**src/rtl/moldudp64_stream_parser.sv**
```systemverilog
// MoldUDP64 parser for a byte-lane packet stream: captures the header at HDR_OFFSET
// and walks the message-block chain, queuing one {seq, offset, len} descriptor per message.
module moldudp64_stream_parser #(
  parameter int DATA_W     = 64,
  parameter int HDR_OFFSET = 42,
  parameter int DESC_DEPTH = 4
) (
  input  logic                clk,
  input  logic                rst,
  input  logic [DATA_W-1:0]   s_data,
  input  logic [DATA_W/8-1:0] s_keep,
  input  logic                s_valid,
  input  logic                s_last,
  output logic                s_ready,
  output logic                hdr_valid,
  output logic [79:0]         hdr_session,
  output logic [63:0]         hdr_seq,
  output logic [15:0]         hdr_count,
  output logic                hdr_heartbeat,
  output logic                hdr_end,
  output logic                m_valid,
  input  logic                m_ready,
  output logic [63:0]         m_seq,
  output logic [15:0]         m_offset,
  output logic [15:0]         m_len,
  output logic                err_trunc,
  output logic                pkt_done,
  output logic [1:0]          dbg_state
);

  // Handshakes: a beat (or descriptor) transfers on a rising clk edge where valid
  // and ready are both high; valid never waits on ready, and the sender holds its
  // payload stable while valid is high and ready is low.

  localparam int BYTES = DATA_W / 8;
  localparam int LW    = $clog2(BYTES);
  localparam int AW    = $clog2(DESC_DEPTH);
  localparam logic [15:0] HDR_LAST  = 16'(HDR_OFFSET + 19);
  localparam logic [15:0] PTR_FIRST = 16'(HDR_OFFSET + 20);
  localparam logic [AW:0] FULL_CNT  = (AW + 1)'(DESC_DEPTH);

  typedef enum logic [1:0] {IDLE, HDR, MSGS, DRAIN} state_t;

  state_t        state;
  logic [15:0]   beat_cnt;
  logic [159:0]  hdr_raw;

  // The most recently accepted beat; the message walk reads lengths from here.
  logic [DATA_W-1:0] cur_data;
  logic [15:0]       cur_base;
  logic [15:0]       cur_n;
  logic              cur_last;

  logic [15:0] ptr;
  logic [15:0] idx;
  logic [7:0]  hi_byte;
  logic        hi_pend;

  logic [95:0]   fifo_mem [DESC_DEPTH];
  logic [AW-1:0] wr_ptr;
  logic [AW-1:0] rd_ptr;
  logic [AW:0]   fifo_cnt;

  logic [15:0]  in_base;
  logic [15:0]  in_n;
  logic [15:0]  in_total;
  logic [15:0]  hdr_rel [20];
  logic [159:0] hdr_next;
  logic [15:0]  cnt_in;
  logic         hdr_done_in;

  logic [15:0] rel0;
  logic [15:0] rel1;
  logic        in0;
  logic        in1;
  logic [7:0]  byte0;
  logic [7:0]  byte1;
  logic        field_ok;
  logic        latch_hi;
  logic [15:0] msg_len;
  logic [15:0] ptr_next;
  logic [15:0] idx_next;
  logic        fifo_full;
  logic        push;
  logic        pop;
  logic        accept;

  // Incoming beat: byte position of lane 0 and number of valid lanes.
  always_comb begin
    in_n = '0;
    for (int l = 0; l < BYTES; l++) begin
      in_n = in_n + 16'(s_keep[l]);
    end
    in_base  = 16'(32'(beat_cnt) * BYTES);
    in_total = in_base + in_n;
  end

  // Merge whichever header bytes this beat carries into the collected header.
  always_comb begin
    hdr_next = hdr_raw;
    for (int k = 0; k < 20; k++) begin
      hdr_rel[k] = 16'(HDR_OFFSET + k) - in_base;
      if (hdr_rel[k] < in_n) begin
        hdr_next[8*(19-k) +: 8] = s_data[{hdr_rel[k][LW-1:0], 3'b000} +: 8];
      end
    end
    cnt_in      = hdr_next[15:0];
    hdr_done_in = (HDR_LAST - in_base) < in_n;
  end

  // Length field at ptr/ptr+1 relative to the held beat; a high byte left over
  // from the previous beat is taken from hi_byte.
  always_comb begin
    rel0     = ptr - cur_base;
    rel1     = ptr + 16'd1 - cur_base;
    in0      = rel0 < cur_n;
    in1      = rel1 < cur_n;
    byte0    = cur_data[{rel0[LW-1:0], 3'b000} +: 8];
    byte1    = cur_data[{rel1[LW-1:0], 3'b000} +: 8];
    field_ok = hi_pend ? in1 : (in0 && in1);
    latch_hi = !hi_pend && in0 && !in1;
    msg_len  = hi_pend ? {hi_byte, byte1} : {byte0, byte1};
    ptr_next = ptr + 16'd2 + msg_len;
    idx_next = idx + 16'd1;
  end

  assign fifo_full = (fifo_cnt == FULL_CNT);
  assign push      = (state == MSGS) && field_ok && !fifo_full;
  assign pop       = m_valid && m_ready;
  assign s_ready   = (state != MSGS) || (!cur_last && !field_ok && !fifo_full);
  assign accept    = s_valid && s_ready;
  assign dbg_state = state;

  always_ff @(posedge clk or negedge rst) begin
    if (!rst) begin
      state         <= IDLE;
      beat_cnt      <= '0;
      hdr_raw       <= '0;
      cur_data      <= '0;
      cur_base      <= '0;
      cur_n         <= '0;
      cur_last      <= 1'b0;
      ptr           <= '0;
      idx           <= '0;
      hi_byte       <= '0;
      hi_pend       <= 1'b0;
      hdr_valid     <= 1'b0;
      hdr_session   <= '0;
      hdr_seq       <= '0;
      hdr_count     <= '0;
      hdr_heartbeat <= 1'b0;
      hdr_end       <= 1'b0;
      err_trunc     <= 1'b0;
      pkt_done      <= 1'b0;
    end else begin
      hdr_valid <= 1'b0;
      err_trunc <= 1'b0;
      pkt_done  <= 1'b0;
      if (accept) begin
        cur_data <= s_data;
        cur_base <= in_base;
        cur_n    <= in_n;
        cur_last <= s_last;
        beat_cnt <= s_last ? 16'd0 : beat_cnt + 16'd1;
      end
      case (state)
        IDLE, HDR: begin
          if (accept) begin
            hdr_raw <= hdr_next;
            if (hdr_done_in) begin
              hdr_valid     <= 1'b1;
              hdr_session   <= hdr_next[159:80];
              hdr_seq       <= hdr_next[79:16];
              hdr_count     <= cnt_in;
              hdr_heartbeat <= (cnt_in == 16'h0000);
              hdr_end       <= (cnt_in == 16'hFFFF);
              ptr           <= PTR_FIRST;
              idx           <= '0;
              hi_pend       <= 1'b0;
              if (cnt_in == 16'h0000 || cnt_in == 16'hFFFF) begin
                if (s_last) begin
                  pkt_done  <= 1'b1;
                  err_trunc <= PTR_FIRST > in_total;
                  state     <= IDLE;
                end else begin
                  state <= DRAIN;
                end
              end else begin
                // Even on a last beat the walk runs; missing blocks flag truncation there.
                state <= MSGS;
              end
            end else if (s_last) begin
              pkt_done  <= 1'b1;
              err_trunc <= 1'b1;
              state     <= IDLE;
            end else begin
              state <= HDR;
            end
          end
        end
        MSGS: begin
          if (push) begin
            ptr     <= ptr_next;
            idx     <= idx_next;
            hi_pend <= 1'b0;
            if (idx_next == hdr_count) begin
              if (cur_last) begin
                pkt_done  <= 1'b1;
                err_trunc <= ptr_next > (cur_base + cur_n);
                state     <= IDLE;
              end else begin
                state <= DRAIN;
              end
            end
          end else if (!field_ok) begin
            if (cur_last) begin
              pkt_done  <= 1'b1;
              err_trunc <= 1'b1;
              state     <= IDLE;
            end else if (latch_hi) begin
              hi_byte <= byte0;
              hi_pend <= 1'b1;
            end
          end
        end
        DRAIN: begin
          if (accept && s_last) begin
            pkt_done  <= 1'b1;
            err_trunc <= ptr > in_total;
            state     <= IDLE;
          end
        end
        default: state <= IDLE;
      endcase
    end
  end

  // Descriptor FIFO; full blocks both push and s_ready, so full push+pop cannot occur.
  always_ff @(posedge clk or negedge rst) begin
    if (!rst) begin
      wr_ptr   <= '0;
      rd_ptr   <= '0;
      fifo_cnt <= '0;
      for (int d = 0; d < DESC_DEPTH; d++) begin
        fifo_mem[d] <= '0;
      end
    end else begin
      if (push) begin
        fifo_mem[wr_ptr] <= {hdr_seq + {48'd0, idx}, ptr + 16'd2, msg_len};
        wr_ptr           <= wr_ptr + 1'b1;
      end
      if (pop) begin
        rd_ptr <= rd_ptr + 1'b1;
      end
      case ({push, pop})
        2'b10:   fifo_cnt <= fifo_cnt + 1'b1;
        2'b01:   fifo_cnt <= fifo_cnt - 1'b1;
        default: fifo_cnt <= fifo_cnt;
      endcase
    end
  end

  assign m_valid = (fifo_cnt != '0);
  assign m_seq    = fifo_mem[rd_ptr][95:32];
  assign m_offset = fifo_mem[rd_ptr][31:16];
  assign m_len    = fifo_mem[rd_ptr][15:0];

endmodule

```
**config.mk**
```make
export PLATFORM = sky130hd
export DESIGN_NAME = moldudp64_stream_parser
export DESIGN_NICKNAME = d
export VERILOG_FILES = /design/src/rtl/moldudp64_stream_parser.sv
export SDC_FILE = /design/constraint.sdc
export NUM_CORES = 2
export LEC_CHECK = 0
export CAP_MARGIN = 15
export CORE_ASPECT_RATIO = 1.2
export CORE_MARGIN = 2
export CORE_UTILIZATION = 40
export DETAILED_ROUTE_END_ITERATION = 8
export GPL_ROUTABILITY_DRIVEN = 0
export PLACE_DENSITY = 0.68
export REMOVE_ABC_BUFFERS = 1
export SYNTH_ARGS = -nofsm -noshare
export SYNTH_HDL_FRONTEND = slang
export SYNTH_SLANG_ARGS = --single-unit
```
**constraint.sdc**
```tcl
create_clock -name clk -period 6.9 [get_ports clk]
set_input_delay 1.035 -clock clk [delete_from_list [all_inputs] [get_ports clk]]
set_output_delay 1.035 -clock clk [all_outputs]
set_load 0.03 [all_outputs]
```
==> results.sh <==
export IMPL_num_io_pins=342
export IMPL_synth_top_family_by_area="multiplexers"
export IMPL_ctsHoldBuffers=0
export IMPL_hold_viol=0
export IMPL_start_kind="flop"
export IMPL_crit_type="reg -> out"
export IMPL_tns_ns=0
export IMPL_drc_errors=0
export IMPL_synth_area_sq_um=44300
export IMPL_cts_num_sinks=845
export IMPL_wl_per_cell_um=24.0
export IMPL_slew_headroom=0.316
export IMPL_die_w_um=308
export IMPL_setup_slack_ns=0.471
export IMPL_muxShareOfSynthArea=0.252
export IMPL_drv_cap=0
export IMPL_crit_buf_inv=3
export IMPL_worstPathArrival_ns=5.39
export IMPL_htreeDepth=3
export IMPL_min_period_ns=6.43
export IMPL_grt_max_degree=185
export IMPL_r2r_setup_slack_ns=1.12
export IMPL_yosysWarnings=0
export IMPL_critPathCapture="s_ready"
export IMPL_dpl_worst_slack_ns=0.304
export IMPL_dieArea_sq_um=113000
export IMPL_cts_root_buf="clkbuf_16"
export IMPL_critical_path_startpoint="cur_base[6]$_DFFE_PN0P_"
export IMPL_synth_area_per_cell_sq_um=11.9
export IMPL_ant_nets=0
export IMPL_tightest_slew_ns=1.03
export IMPL_ys_ff_latch=845
export IMPL_slowest_delay_ns=0.81
export IMPL_cts_setup_buffers=0
export IMPL_rsz0062_at_grt="false"
export IMPL_vias=31099
export IMPL_via_per_inst=5.65
export IMPL_drt_pass1_iterations=5
export IMPL_leakagePower_nw=24.0
export IMPL_fp_coreArea_sq_um=110000
export IMPL_dr_first_iter_drc_count=2578
export IMPL_die_height_um=368
export IMPL_synthXorXnorAreaFrac=0.0302
export IMPL_initial_core_util=0.404
export IMPL_outcome="finished clean"
export IMPL_fin_skew_ns=0.0356
export IMPL_place_area_sq_um=49200
export IMPL_clk_latency_ns=0.70
export IMPL_cp_cell_sequence="inv_1, ha_1, inv_1, fa_1, nor2_1, o21ai_1, a2111oi_0, a2111o_1, nor4_1, nand4_1, and4b_1, o31ai_1, clkdlybuf4s50_1"
export IMPL_cp_depth=13
export IMPL_clk_pin_slew_worst_paths_ns=0.06
export IMPL_syn_to_final_growth_pct=18.1
export IMPL_yosysSeqAreaShare=0.477
export IMPL_synth_edf_count=0
export IMPL_finalMaxSlewViolations=0
export IMPL_finalPower_mw=17.2
export IMPL_cp_top_family="compound AO/OA/AOI/OAI gates"
export IMPL_r2r_end="err_trunc$_DFF_PN0_"
export IMPL_cts_resized=0
export IMPL_synth_distinct_cells=85
export IMPL_ys_flop_type="dfrtp_1"
export IMPL_design_area_sq_um=52300
export IMPL_final_fill_count=9736
export IMPL_syn_inst=3706
export IMPL_hold_class="in -> async"
export IMPL_path_max_fanout=9
export IMPL_synth_simple_area_share=0.0884
export IMPL_nets=4219
export IMPL_rows=133
export IMPL_cts_tree="done"
export IMPL_powerDensity_nw_per_um2=329
export IMPL_setup_viol=0
export IMPL_cts_buffers=87
export IMPL_async_reset_ff_frac=1.00
export IMPL_cp_end_kind="output pin"
export IMPL_critPathMostFrequentCell="inv_1"
export IMPL_synth_adder_area_share=0.0412
export IMPL_antenna_found_initial=9
export IMPL_cts_buffer_depth=3
export IMPL_synth_compound_area_frac=0.0784
export IMPL_grt_pass1_vias=31606
export IMPL_grt_usage=0.233
export IMPL_hpwl_mm=95.2
export IMPL_grt_overflow=0
export IMPL_post_route_period_util=0.932
export IMPL_drive_gt1_frac=0.222
export IMPL_vdd_ir_drop_max_uv=212
export IMPL_r2r_start="ptr[0]$_DFFE_PN0P_"
export IMPL_layout_common_cells="dfrtp_1 (842), mux2_2 (416), o21ai_0 (347)"
export IMPL_max_clock_freq_ghz=0.156
export IMPL_final_common_cell="dfrtp_1"
export IMPL_required_ns=5.86
export IMPL_io_buffers=341
export IMPL_routed_wl_mm=132
export IMPL_grt_pass1_wl_mm=200
export IMPL_multi_input_area_sq_um=21800
export IMPL_seqCellArea_sq_um=21200
export IMPL_r2r_cells=21
export IMPL_slowest_stage="clkdlybuf4s50_1"
final cells by class:
type / instances / area share
well taps: 1417 / 0.0339
diodes: 7 / 0.000335
clock buffers: 127 / 0.0500
clock inverters: 33 / 0.00895
flip-flops and latches: 845 / 0.405
inverters: 118 / 0.00847
multi-input cells: 2543 / 0.416
repair buffers: 412 / 0.0775
report_power, final:
| part | switching, mW | internal (mW) |
|---|---|---|
| clock | 2.06 | 3.04 |
| sequential | 0.682 | 5.54 |
| combinational | 3.42 | 2.47 |
how the worst min path moves through the flow:
stage	startpoint	end	slack [ns]	depth (start not counted)
after floorplan	hdr_raw[0]$_DFFE_PN0P_	hdr_raw[0]$_DFFE_PN0P_	0.45	2
after detailed placement	hdr_end$_DFFE_PN0P_	hdr_end$_DFFE_PN0P_	0.46	2
after global routing	rst	fifo_mem[13]$_DFFE_PN0P_	0.49	1
after global placement	hdr_end$_DFFE_PN0P_	hdr_end$_DFFE_PN0P_	0.46	2
final	rst	fifo_mem[13]$_DFFE_PN0P_	0.39	1
after CTS	rst	fifo_mem[13]$_DFFE_PN0P_	0.45	1
cell usage after synthesis (5+ instances only):
cell / instances / area (sq um)
mux2i_1: 173 / 1730
buf_2: 31 / 155
nand3_1: 70 / 350
fa_1: 18 / 360
buf_1: 24 / 90.1
nand2b_1: 22 / 138
xor2_1: 43 / 377
nor3b_1: 8 / 60.1
mux2_4: 108 / 1620
nor2_1: 127 / 477
o21a_1: 6 / 45.0
a31oi_1: 18 / 113
ha_1: 117 / 1460
or4_1: 5 / 37.5
nand2_1: 341 / 1280
clkbuf_1: 119 / 447
a211oi_1: 12 / 90.1
a21o_1: 34 / 255
inv_1: 117 / 439
or3_1: 16 / 100
nor4_1: 24 / 150
nor3_1: 39 / 195
and3_1: 33 / 206
nand3b_1: 6 / 45.0
nor2b_1: 32 / 200
mux2_1: 23 / 259
a2111oi_0: 7 / 61.3
buf_6: 22 / 248
a21oi_1: 73 / 365
xnor2_1: 107 / 937
or2_2: 7 / 43.8
o211ai_1: 20 / 150
o21bai_1: 7 / 52.6
dfrtp_1: 845 / 21100
o31ai_1: 8 / 60.1
mux4_2: 128 / 2880
and4_1: 5 / 43.8
o21ai_0: 347 / 1740
mux2_2: 416 / 4680
and2_1: 13 / 81.3
o2111ai_1: 6 / 52.6
nand4_1: 46 / 288
metal layers:
layer | global-route usage | routed length (um) | vias to the layer above
met1 | 0.297 | 54200 | 15947
met4 | 0.108 | 5970 | 2
met2 | 0.384 | 64000 | 956
met3 | 0.0440 | 7780 | 226
met5 | 0 | 17 | -
li1 | - | - | 13968
stage by stage:
| step | hold slack (ns) | instances | utilization |
|---|---|---|---|
| 5_1_grt | 0.488 | 5501 | 0.477 |
| 3_3_place_gp | 0.458 | 5335 | 0.449 |
| 3_5_place_dp | 0.459 | 5335 | 0.449 |
| 2_1_floorplan | 0.445 | 3506 | - |
| 4_1_cts | 0.449 | 5495 | 0.477 |
| 6_report | 0.389 | 5502 | 0.477 |
logic make-up after synthesis:
group | Yosys count
flops | 845
mux | 848
fa+ha+maj | 135
compound gates | 592
xor+xnor | 151
buf+inv | 318
simple gates | 817
sequential cells by signal (all words and copies together) (netlist names), 3 cells and up:
signal and flops:
hdr_raw 151, hdr_count 16, cur_data 64, fifo_mem 384
hdr_session 80, cur_n 4, idx 16, fifo_cnt 3
hi_byte 8, beat_cnt 13, hdr_seq 64, cur_base 13
ptr 16
worst register-to-register path: cells and delay by family, from the launching register on:
kind	cells	cell delay, ns
compound gates	7	1.87
mux	1	0.41
flops	1	0.40
buf+inv	1	0.07
simple gates	8	1.24
fa+ha+maj	4	1.68
No activity file was read; power rests on OpenSTA's default activity.
